--- src/rtl/mem_stage.sv ---
// mem_stage: memory-access stage between the ex/mem and mem/wb registers.
// Non-memory ops pass straight through combinationally. Loads and stores run
// as a byte-serial little-endian sequence on the 8-bit RAM bus while
// stall_req_o holds the upstream pipeline. ex/mem is frozen by the stall, so
// op, funct3, address and store data are read directly from the inputs for
// the whole access.
// Build option MEM_MISALIGN_CHECK_EN: misaligned LH/LHU/SH and LW/SW skip the
// bus entirely and raise misalign_o for their DONE cycle.
module mem_stage #(
    parameter int ADDR_W = 17
) (
    input  logic              clk,
    input  logic              rst,
    input  logic              rdy,
    input  logic [4:0]        wd_i,
    input  logic              wreg_i,
    input  logic [31:0]       wdata_i,
    input  logic [1:0]        mem_op_i,
    input  logic [2:0]        mem_funct3_i,
    input  logic [31:0]       mem_addr_i,
    input  logic [31:0]       mem_sdata_i,
    output logic              bus_req_o,
    input  logic              bus_gnt_i,
    output logic [ADDR_W-1:0] mem_a_o,
    output logic [7:0]        mem_dout_o,
    output logic              mem_wr_o,
    input  logic [7:0]        mem_din_i,
    output logic [4:0]        wd_o,
    output logic              wreg_o,
    output logic [31:0]       wdata_o,
`ifdef MEM_MISALIGN_CHECK_EN
    output logic              misalign_o,
`endif
    output logic              stall_req_o
);

    typedef enum logic [2:0] {IDLE, REQ, XFER, LAST, DONE} state_t;

    state_t            state, state_nxt;
    logic [1:0]        cnt;
    logic [31:0]       acc;
    logic [ADDR_W-1:0] a_live;
    logic [ADDR_W-1:0] a_hold;
    logic              is_load, is_store, is_mem;
    logic [1:0]        last_idx;
    logic [1:0]        lane;
    logic [31:0]       ld_res;
    logic              mis_q;

    // Address bits above the RAM width are intentionally ignored.
    logic unused_addr_hi;
    assign unused_addr_hi = ^mem_addr_i[31:ADDR_W];

    assign is_load  = (mem_op_i == 2'b01);
    assign is_store = (mem_op_i == 2'b10);
    assign is_mem   = is_load | is_store;

    // Index of the final byte: 0 for byte ops, 1 for halfwords, 3 otherwise.
    // 100/101 are only byte/half sizes for loads; as store codes they are undefined.
    always_comb begin
        last_idx = 2'd3;
        case (mem_funct3_i)
            3'b000:  last_idx = 2'd0;
            3'b001:  last_idx = 2'd1;
            3'b100:  if (is_load) last_idx = 2'd0;
            3'b101:  if (is_load) last_idx = 2'd1;
            default: last_idx = 2'd3;
        endcase
    end

    // A byte arrives one cycle after its address, so XFER fills lane cnt-1
    // and LAST fills the final lane.
    assign lane = (state == LAST) ? last_idx : (cnt - 2'd1);

    // Sign/zero extension of the assembled load word.
    always_comb begin
        case (mem_funct3_i)
            3'b000:  ld_res = {{24{acc[7]}}, acc[7:0]};
            3'b001:  ld_res = {{16{acc[15]}}, acc[15:0]};
            3'b100:  ld_res = {24'd0, acc[7:0]};
            3'b101:  ld_res = {16'd0, acc[15:0]};
            default: ld_res = acc;
        endcase
    end

`ifdef MEM_MISALIGN_CHECK_EN
    logic mis_now;
    assign mis_now = is_mem &&
                     ((last_idx == 2'd1 && mem_addr_i[0]) ||
                      (mem_funct3_i == 3'b010 && mem_addr_i[1:0] != 2'b00));

    // Remember a rejected access so DONE can flag it and suppress the write-back.
    always_ff @(posedge clk or negedge rst) begin
        if (!rst)
            mis_q <= 1'b0;
        else if (rdy && state == IDLE)
            mis_q <= mis_now;
    end
`else
    assign mis_q = 1'b0;
`endif

    // State register; frozen while rdy is low.
    always_ff @(posedge clk or negedge rst) begin
        if (!rst)
            state <= IDLE;
        else if (rdy)
            state <= state_nxt;
    end

    // Next-state: request, byte loop, final load capture, one DONE cycle.
    always_comb begin
        state_nxt = state;
        case (state)
            IDLE: begin
                if (is_mem) begin
`ifdef MEM_MISALIGN_CHECK_EN
                    state_nxt = mis_now ? DONE : REQ;
`else
                    state_nxt = REQ;
`endif
                end
            end
            REQ:  if (bus_gnt_i) state_nxt = XFER;
            XFER: if (cnt == last_idx) state_nxt = is_load ? LAST : DONE;
            LAST: state_nxt = DONE;
            DONE: state_nxt = IDLE;
            default: state_nxt = IDLE;
        endcase
    end

    // Byte counter, load accumulator and the last address actually presented.
    // While rdy is low the bus keeps showing the previous cycle's address so
    // the RAM re-delivers the byte that was about to be captured.
    always_ff @(posedge clk or negedge rst) begin
        if (!rst) begin
            cnt    <= 2'd0;
            acc    <= 32'd0;
            a_hold <= '0;
        end else if (rdy) begin
            a_hold <= a_live;
            case (state)
                IDLE: begin
                    cnt <= 2'd0;
                    acc <= 32'd0;
                end
                REQ:  cnt <= 2'd0;
                XFER: begin
                    cnt <= cnt + 2'd1;
                    if (is_load && cnt != 2'd0)
                        acc[{lane, 3'b000} +: 8] <= mem_din_i;
                end
                LAST: acc[{lane, 3'b000} +: 8] <= mem_din_i;
                default: ;
            endcase
        end
    end

    // Output decode: pass-through in IDLE, bus drive during the access,
    // write-back in DONE; everything reads 0 while reset is asserted.
    always_comb begin
        bus_req_o   = 1'b0;
        a_live      = '0;
        mem_dout_o  = 8'd0;
        mem_wr_o    = 1'b0;
        wd_o        = 5'd0;
        wreg_o      = 1'b0;
        wdata_o     = 32'd0;
        stall_req_o = 1'b0;
`ifdef MEM_MISALIGN_CHECK_EN
        misalign_o  = 1'b0;
`endif
        if (rst) begin
            wd_o = wd_i;
            case (state)
                IDLE: begin
                    if (is_mem) begin
                        stall_req_o = 1'b1;
                    end else begin
                        wreg_o  = wreg_i;
                        wdata_o = wdata_i;
                    end
                end
                REQ: begin
                    bus_req_o   = 1'b1;
                    stall_req_o = 1'b1;
                end
                XFER: begin
                    bus_req_o   = 1'b1;
                    stall_req_o = 1'b1;
                    a_live      = mem_addr_i[ADDR_W-1:0] + ADDR_W'(cnt);
                    if (is_store) begin
                        mem_dout_o = mem_sdata_i[{cnt, 3'b000} +: 8];
                        mem_wr_o   = rdy;
                    end
                end
                LAST: begin
                    bus_req_o   = 1'b1;
                    stall_req_o = 1'b1;
                    a_live      = mem_addr_i[ADDR_W-1:0] + ADDR_W'(last_idx);
                end
                DONE: begin
                    if (is_load && !mis_q) begin
                        wreg_o  = wreg_i;
                        wdata_o = ld_res;
                    end
`ifdef MEM_MISALIGN_CHECK_EN
                    misalign_o = mis_q;
`endif
                end
                default: ;
            endcase
        end
    end

    assign mem_a_o = rdy ? a_live : a_hold;

endmodule

--- config.mk ---
export PLATFORM = sky130hd
export DESIGN_NAME = mem_stage
export DESIGN_NICKNAME = d
export VERILOG_FILES = /design/src/rtl/mem_stage.sv
export SDC_FILE = /design/constraint.sdc
export NUM_CORES = 1
export LEC_CHECK = 0
export ABC_AREA = 1
export BUFFER_PORTS_ARGS = -buffer_cell sky130_fd_sc_hd__buf_2
export CELL_PAD_IN_SITES_DETAIL_PLACEMENT = 0
export CELL_PAD_IN_SITES_GLOBAL_PLACEMENT = 2
export CORE_ASPECT_RATIO = 0.9
export CORE_MARGIN = 4
export CORE_UTILIZATION = 26
export DETAILED_ROUTE_END_ITERATION = 10
export PLACE_DENSITY_LB_ADDON = 0.1
export SYNTH_ARGS = -nofsm -noshare
export SYNTH_HDL_FRONTEND = slang
export SYNTH_SLANG_ARGS = --single-unit
export TNS_END_PERCENT = 100
--- constraint.sdc ---
create_clock -name clk -period 4.1 [get_ports clk]
set_input_delay 0.41 -clock clk [delete_from_list [all_inputs] [get_ports clk]]
set_output_delay 0.41 -clock clk [all_outputs]
set_load 0.02 [all_outputs]
==> out/qor.txt, run 1 <==
Pwr Density: 443 nW/um^2
RSZ-0062 raised after global routing: false
Vias in the first global route: 4323
Vias: 4574
Reg clk slew, reported paths: 0.07 ns
GRT overflow: 0
Area of the multi-input gates: 2490 sq um
Post_cts resized: 0
Post-route minimum period: 3.56 ns
Hold crit path type: primary input to async pin
Post-CTS Setup Inserts: 0
Yosys top cell area share: 0.322
Starting Density: 0.269
CTS tree: yes
Clk root buf: clkbuf_16
Crit start category: primary input
Initial antenna violation count: 0
Antenna cells: 0
Detail-routed net length per standard cell: 14.0 um
Clock sinks: 54
Register area share after synthesis: 0.322
Worst R2R End: acc[3]
Count leader, synth: nand2_1
H-Tree Depth: 2
Status: finished clean
Pre-Repair DR Iteration Count: 4
Hold Fails Final Rpt: 0
Die X: 142 um
Area Growth Syn to Fin: 27.8%
Hold slack: 0.299 ns
R2R depth: 9
DRC violations left: 0
Initial DRC count: 247
Clk buf depth: 2
Async SR Flop Fraction: 1.00
Post-Route Skew: 0.00647 ns
Ys flop type: dfrtp_1
Cts hold-fix bufs: 0
Endpoints failing setup: 0
Layout cells sized above 1: 0.276
Fmax: 0.281 GHz
Netlist cell types: 39
Max-cap viol count: 0
First-pass GRT wire length: 22100 um
Fill count: 1736
Avg Inst Size Synth: 6.62 sq um
Static leakage power: 2.83 nW
Reg2reg start: cnt[1]
Worst Tran Pin Value: 1.01 ns
Critical path endpoint: mem_a_o[16]
Post-DP HPWL: 10800 um
Post-Syn Instances: 634
TNS Setup: 0 ns
Worst path arrival time: 3.15 ns
FP Rows: 43
Top post-synthesis cells by count: nand2_1, nor2_1, dfrtp_1
Count of input and output buffers: 169
WS Path Type: primary input to primary output
Slew HR: 0.321
Post-synthesis cell area: 4190 sq um
Maximum VDD drop: 0.000236 V
Nets: 919
CP endpoint kind: primary output
Drt total wl: 13900 um
Largest net degree at the start of global routing: 62
Yosys top cell by area: dfrtp_1
All-Layer GR Usage: 0.150
Final Slew Violations: 0
Period utilization: 0.869
Synth Net Count: 764
Post-synth EDFFs: 0
Crit-path max FO: 4
Later-pin clock latency in the skew report: 0.30 ns
Post-route ant nets: 0
Total CTS buffers: 5
Core area: 15600 sq um
#FFs+latches synth: 54
Vias per cell: 4.61
Register area: 1350 sq um
CP required: 3.69 ns
Gp weighted congestion: 0.837
Largest cells by area after synthesis: dfrtp_1, nand2_1, nor2_1
Critical Path Start: mem_op_i[1]
Die height: 128 um
Die ar.: 18200 sq um
Yosys warns: 0
Reg2Reg Setup Slack: 1.34 ns
Total Power: 2.38 mW
# IOs: 185
cell usage in the layout (no fill, tap or decap), types with 6 or more instances in the layout:
cell	synthesis	layout
inv_1	51	51
nand2_1	193	193
o21ai_1	6	6
o21ai_2	14	14
ha_1	10	10
a22oi_1	7	7
buf_2	11	169
o211ai_1	16	16
nor3_1	10	10
nand3_1	40	40
nand4_1	11	11
a21oi_1	41	41
o21ai_0	45	45
dfrtp_1	54	54
nor2_1	74	74
buf_4	2	9
worst min-delay path by stage:
stage          slack [ns]  cells past startpoint          to        from
3_5_place_dp         0.46                      2  a_hold[12]  a_hold[12]
3_3_place_gp         0.46                      2  a_hold[10]  a_hold[10]
6_report             0.30                      2   a_hold[8]         rst
2_1_floorplan        0.11                      0   a_hold[0]         rst
4_1_cts              0.33                      2   a_hold[8]         rst
5_1_grt              0.39                      2   a_hold[7]         rst
logic make-up after synthesis:
kind of cell	count (synthesis)	share of synthesized area
AO/OA/AOI/OAI	140	0.212
adder cells (fa/ha/maj)	11	0.0346
buffers and inverters	87	0.0847
flip-flops	54	0.322
AND/OR/NAND/NOR	342	0.346
area by class of cell:
cell class | count | area share
multi-input cells | 493 | 0.464
flip-flops and latches | 54 | 0.252
repair buffers | 178 | 0.170
well taps | 202 | 0.0471
inverters | 57 | 0.0399
clock buffers | 6 | 0.0240
clock inverters | 2 | 0.00257
stage by stage:
stage          worst slack, ns  cells  instance area, sq um   util
2_1_floorplan             1.03    634                  4190      -
3_3_place_gp             0.595    984                  5220  0.334
3_5_place_dp             0.564    984                  5220  0.334
4_1_cts                  0.540    992                  5360  0.344
5_1_grt                  0.229    992                  5360  0.344
6_report                 0.538    992                  5360  0.344
worst max-delay path, cell delays in order:
cell,delay (ns)
buf_2,0.09
inv_1,0.04
ha_1,0.21
inv_1,0.16
nand2_1,0.13
nand3_1,0.14
nand2_1,0.09
o21ai_0,0.10
ha_1,0.23
inv_1,0.06
fa_1,0.35
inv_1,0.07
nand2_1,0.06
inv_1,0.12
nand3b_1,0.15
nor2_1,0.25
nand2_1,0.08
nand2_1,0.06
nand3_1,0.06
nand2_1,0.13
buf_2,0.17
per-layer routing:
| layer | GRT usage | routed length, um | up-vias |
|---|---|---|---|
| li1 | - | - | 2404 |
| met1 | 0.225 | 7010 | 2025 |
| met2 | 0.223 | 5820 | 140 |
| met3 | 0.0334 | 958 | 5 |
| met4 | 0.0220 | 90 | 0 |
| met5 | 0 | 0 | - |
registers in the layout, indices dropped and copies added, names as in the netlist:
| name | flops |
|---|---|
| acc | 32 |
| a_hold | 17 |
| cnt | 2 |
| state | 3 |
where the power goes:
part	switching, mW	internal, mW	leakage [nW]
clock	0.205	0.228	0.0708
sequential	0.0558	0.601	0.747
combinational	0.902	0.385	2.01
Power figures use the tool's default switching activity.
==> run 2, diff against run 1 <==
--- a/config.mk
+++ b/config.mk
@@ -11,7 +11,7 @@
 export CELL_PAD_IN_SITES_GLOBAL_PLACEMENT = 2
 export CORE_ASPECT_RATIO = 0.9
 export CORE_MARGIN = 4
-export CORE_UTILIZATION = 26
+export CORE_UTILIZATION = 24
 export DETAILED_ROUTE_END_ITERATION = 10
 export PLACE_DENSITY_LB_ADDON = 0.1
 export SYNTH_ARGS = -nofsm -noshare
==> constraint.sdc (replaced) <==
create_clock -name clk -period 3.8 [get_ports clk]
set_input_delay 0.38 -clock clk [delete_from_list [all_inputs] [get_ports clk]]
set_output_delay 0.38 -clock clk [all_outputs]
set_load 0.02 [all_outputs]
==> run 2 against run 1 <==
Non-clock buffer count increased by 1. First-iteration DRC count decreased by 0.81%. Wire length increased by 4.7%. Clock-buffer cell count unchanged. Sequential power increased by 8.1%.
==> out/qor.txt, run 2 (synthesis gave the netlist of run 1 again) <==
Nets: 920
Pre-Repair DR Iteration Count: 4
Hold slack: 0.360 ns
Detail-routed net length per standard cell: 14.2 um
Gp weighted congestion: 0.801
Pwr Density: 483 nW/um^2
Vias: 4667
Starting Density: 0.247
Worst path arrival time: 3.01 ns
Vias per cell: 4.55
Setup WS pre-CTS: 0.371 ns
Post-route ant nets: 0
Endpoints failing setup: 0
Die height: 133 um
Worst Tran Pin Value: 0.815 ns
Post-DP HPWL: 11500 um
# IOs: 185
Largest net degree at the start of global routing: 61
Fmax: 0.295 GHz
Post-CTS Setup Inserts: 0
Worst R2R End: acc[2]
Critical path, cell by cell: buf_2, ha_1, inv_1, nand2_1, nand3_1, nand2_1, o21ai_0, ha_1, inv_1, fa_1, inv_1, nand2_1, inv_1, nand3b_1, nor2_2, nand2_1, nand2_1, o21ai_0, buf_2
Post_cts resized: 0
Later-pin clock latency in the skew report: 0.30 ns
Maximum VDD drop: 0.000227 V
Static leakage power: 2.84 nW
Antenna cells: 0
Status: finished clean
Max-cap viol count: 0
Area Growth Syn to Fin: 29.7%
Final Cell Area: 5440 sq um
Reg2reg start: cnt[1]
Die X: 147 um
Die ar.: 19700 sq um
Crit-path max cell delay: 0.36 ns
Initial antenna violation count: 0
CTS tree: yes
Post-route minimum period: 3.39 ns
Hold Fails Final Rpt: 0
Core area: 17000 sq um
Final Slew Violations: 0
Hold crit path type: primary input to async pin
Final Util: 0.320
Fill count: 1959
FP Rows: 45
Most frequent cells in the layout: nand2_1, buf_2, nor2_1
Most common cell after layout, fill and taps aside: nand2_1
Post-Route Skew: 0.00490 ns
All-Layer GR Usage: 0.147
GRT overflow: 0
CP dominant cell by count: nand2_1
Cts hold-fix bufs: 0
Reg clk slew, reported paths: 0.08 ns
RSZ-0062 raised after global routing: true
Clk buf depth: 2
R2R depth: 9
H-Tree Depth: 2
Period utilization: 0.891
Max reg flops: 32
Layout cells sized above 1: 0.279
Reg2Reg Setup Slack: 0.97 ns
Clock sinks: 54
WS Path Type: primary input to primary output
Placed Area: 5280 sq um
Total CTS buffers: 5
Slew HR: 0.457
Clk root buf: clkbuf_16
TNS Setup: 0 ns
Drt total wl: 14500 um
Final Worst Setup Slack: 0.414 ns
Most flop-heavy register: acc
CP required: 3.42 ns
CP endpoint kind: primary output
First-pass GRT wire length: 23800 um
Final std cells w/o fill: 1026
Crit-path max FO: 4
DP Cell Count: 1018
Crit start category: primary input
Top Registers: acc x32, a_hold x17, state x3
Count of input and output buffers: 169
Initial DRC count: 245
Slowest cell on crit path: fa_1
Total Power: 2.62 mW
Vias in the first global route: 4539
DRC violations left: 0
run 2: routing by layer:
layer	global-route usage	part of all wire	wire, um	vias to the layer above
li1	-	-	-	2400
met4	0.0248	0.0074	107	0
met3	0.0320	0.057	822	6
met5	0	0	0	-
met2	0.224	0.41	6000	123
met1	0.218	0.52	7600	2138
run 2: worst max path at each step:
stage,startpoint,to,depth (start not counted)
2_1_floorplan,mem_op_i[1],mem_a_o[8],17
3_3_place_gp,mem_op_i[0],mem_a_o[16],20
3_5_place_dp,mem_op_i[0],mem_a_o[16],20
4_1_cts,mem_op_i[1],mem_a_o[16],21
5_1_grt,mem_op_i[1],mem_a_o[16],21
6_report,mem_op_i[0],mem_a_o[14],19
run 2: worst max-delay path, delay by kind of cell:
| family | cells | cell delay [ns] |
|---|---|---|
| and+or+nand+nor | 8 | 0.89 |
| buffers and inverters | 6 | 0.71 |
| AOI/OAI and AO/OA | 2 | 0.21 |
| adders and majority gates | 3 | 0.81 |
run 2: cell type report:
type,count,area [sq um],area share
inverters,57,214,0.0393
well taps,235,294,0.0541
multi-input cells,493,2490,0.458
clock buffers,6,139,0.0255
flip-flops and latches,54,1350,0.249
clock inverters,2,16.3,0.00299
repair buffers,179,933,0.172
run 2: power breakdown:
group	total, mW	internal, mW	switching [mW]
clock network	0.494	0.265	0.229
registers	0.710	0.648	0.0617
logic	1.42	0.429	0.991
total	2.62	1.34	1.28
==> run 3, diff against run 2 <==
--- a/config.mk
+++ b/config.mk
@@ -14,6 +14,7 @@
 export CORE_UTILIZATION = 24
 export DETAILED_ROUTE_END_ITERATION = 10
 export PLACE_DENSITY_LB_ADDON = 0.1
+export SETUP_SLACK_MARGIN = 0.5
 export SYNTH_ARGS = -nofsm -noshare
 export SYNTH_HDL_FRONTEND = slang
 export SYNTH_SLANG_ARGS = --single-unit
==> constraint.sdc (replaced) <==
create_clock -name clk -period 3.49 [get_ports clk]
set_input_delay 0.349 -clock clk [delete_from_list [all_inputs] [get_ports clk]]
set_output_delay 0.349 -clock clk [all_outputs]
set_load 0.02 [all_outputs]
==> run 3 against run 2 <==
Register-to-register slack worse by 0.11 ns. Core utilization up 1.5 points. Flip-flop and latch count did not move. Hold slack worse by 0.31 ns. Sequential power increased by 6.9%. Critical endpoint is now mem_a_o[16]. Largest power group unchanged. Via count grew 0.28%. Critical path depth shrank 2. Global-route usage increased by 0.094 points.
==> out/qor.txt, run 3 (synthesis gave the netlist of run 1 again) <==
Status: finished clean
RSZ-0062 raised after global routing: true
Fmax: 0.346 GHz
Clock power share: 0.195
Final Slew Violations: 0
Busiest grt layer: met2
Worst path arrival time: 2.54 ns
Int Power: 1.59 mW
CP required: 3.14 ns
DRC violations left: 0
Pre-Repair DR Iteration Count: 4
Total Power: 3.03 mW
Period utilization: 0.828
Maximum VDD drop: 0.000215 V
Hold slack: 0.0449 ns
Most flop-heavy register: acc
Clock sinks: 54
Starting Density: 0.247
Die X: 147 um
Post-route ant nets: 0
FP Rows: 45
Grt met2 use: 0.226
GRT overflow: 0
Combinational share of power: 0.554
Initial antenna violation count: 0
Crit-path max FO: 4
# IOs: 185
Post-Route Skew: 0.00822 ns
Max-cap viol count: 0
Die ar.: 19700 sq um
Top Registers: acc x32, a_hold x17, state x3
Core area: 17000 sq um
Placed Area: 5310 sq um
Flop pwr share: 0.250
Vias: 4680
Slew HR: 0.600
Gp weighted congestion: 0.775
CTS tree: yes
Post-DP HPWL: 11400 um
Met1 usage: 0.216
Psw: 1.44 mW
Antenna cells: 0
Clk root buf: clkbuf_16
Total CTS buffers: 5
Layout cells sized above 1: 0.325
WS Path Type: register to primary output
Register area: 1350 sq um
Most common cell after layout, fill and taps aside: nand2_1
Vias per cell: 4.49
Drt total wl: 14700 um
Final Util: 0.335
All-Layer GR Usage: 0.148
Initial DRC count: 222
Setup WS pre-CTS: 0.126 ns
Later-pin clock latency in the skew report: 0.31 ns
First-pass GRT wire length: 23900 um
Max reg flops: 32
Crit start category: register
Worst Tran Pin Value: 0.600 ns
Hold crit path type: primary input to async pin
Reg clk slew, reported paths: 0.08 ns
Count of input and output buffers: 169
H-Tree Depth: 2
Post-route minimum period: 2.89 ns
CP endpoint kind: primary output
TNS Setup: 0 ns
Static leakage power: 2.93 nW
Endpoints failing setup: 0
Global Route met3 Usage: 0.0333
Final Cell Area: 5700 sq um
Cts hold-fix bufs: 0
Vias in the first global route: 4595
Nets: 937
Die height: 133 um
Largest net degree at the start of global routing: 45
Area of the multi-input gates: 2580 sq um
Clk buf depth: 2
Hold Fails Final Rpt: 0
Final Worst Setup Slack: 0.600 ns
Final std cells w/o fill: 1043
Pwr Density: 532 nW/um^2
DP Cell Count: 1022
Fill count: 1922
Detail-routed net length per standard cell: 14.1 um
Switch share: 0.475
Area Growth Syn to Fin: 35.9%
Most frequent cells in the layout: nand2_1, buf_2, nor2_1
==> run 3: cell types whose count changed in the layout (fill, tap and decap cells not counted), moves of 4 or more <==
cell     previous run  this run
buf_4               9        27
o21ai_0            44        39
buf_2             169       165
nand2_1           193       187
inv_1              51        45
inv_2               2         7
nand2_2             1         5
==> run 3: routing by layer <==
metal | vias to the layer above | part of all wire
met2 | 130 | 0.42
met4 | 0 | 0.0083
met1 | 2114 | 0.52
met5 | - | 0
met3 | 7 | 0.055
li1 | 2429 | -
==> run 3: power by group through the flow <==
stage	combinational [mW]	clock, mW	sequential [mW]
3_3_place_gp	1.58	0	0.776
3_5_place_dp	1.58	0	0.776
6_report	1.68	0.592	0.759
4_1_cts	1.65	0.613	0.753
2_1_floorplan	1.15	0	0.761
5_1_grt	1.89	0.633	0.768
==> run 3: worst paths after layout <==
check | from | endpoint | slack, ns | cells past startpoint
min in group clk | rdy | cnt[1] | 0.32 | 3
worst max register to register | cnt[1] | acc[4] | 0.86 | 10
worst min-delay path | rst | acc[1] | 0.04 | 2
max in group asynchronous | rst | cnt[1] | 2.53 | 3
worst min register to register | a_hold[12] | a_hold[12] | 0.47 | 2
worst max-delay path | state[1] | mem_a_o[16] | 0.60 | 17
==> run 3: worst max-delay path, stage by stage, from the launching register on <==
cell	delay (ns)
dfrtp_2	0.39
nand2_2	0.06
nor2_4	0.12
nand2_2	0.08
o21ai_2	0.06
ha_2	0.19
inv_2	0.04
fa_2	0.33
inv_2	0.08
nand2_4	0.06
inv_4	0.07
nand3b_1	0.19
nor2_4	0.17
nand2_1	0.06
nand2_1	0.05
nand3_1	0.07
nand2_2	0.08
buf_6	0.11
==> run 3: what timing repair did <==
item | 4_1_cts | 5_1_grt
setup endpoints to repair | 10 | 33
buffers inserted | 9 | 4
pin swaps | 5 | 9
gates resized for setup | 15 | 33
==> run 3: layout make-up <==
type | instances | share of cell area
well taps | 235 | 0.0516
multi-input cells | 493 | 0.454
clock inverters | 2 | 0.00659
inverters | 57 | 0.0380
flip-flops and latches | 54 | 0.238
clock buffers | 6 | 0.0226
repair buffers | 196 | 0.190
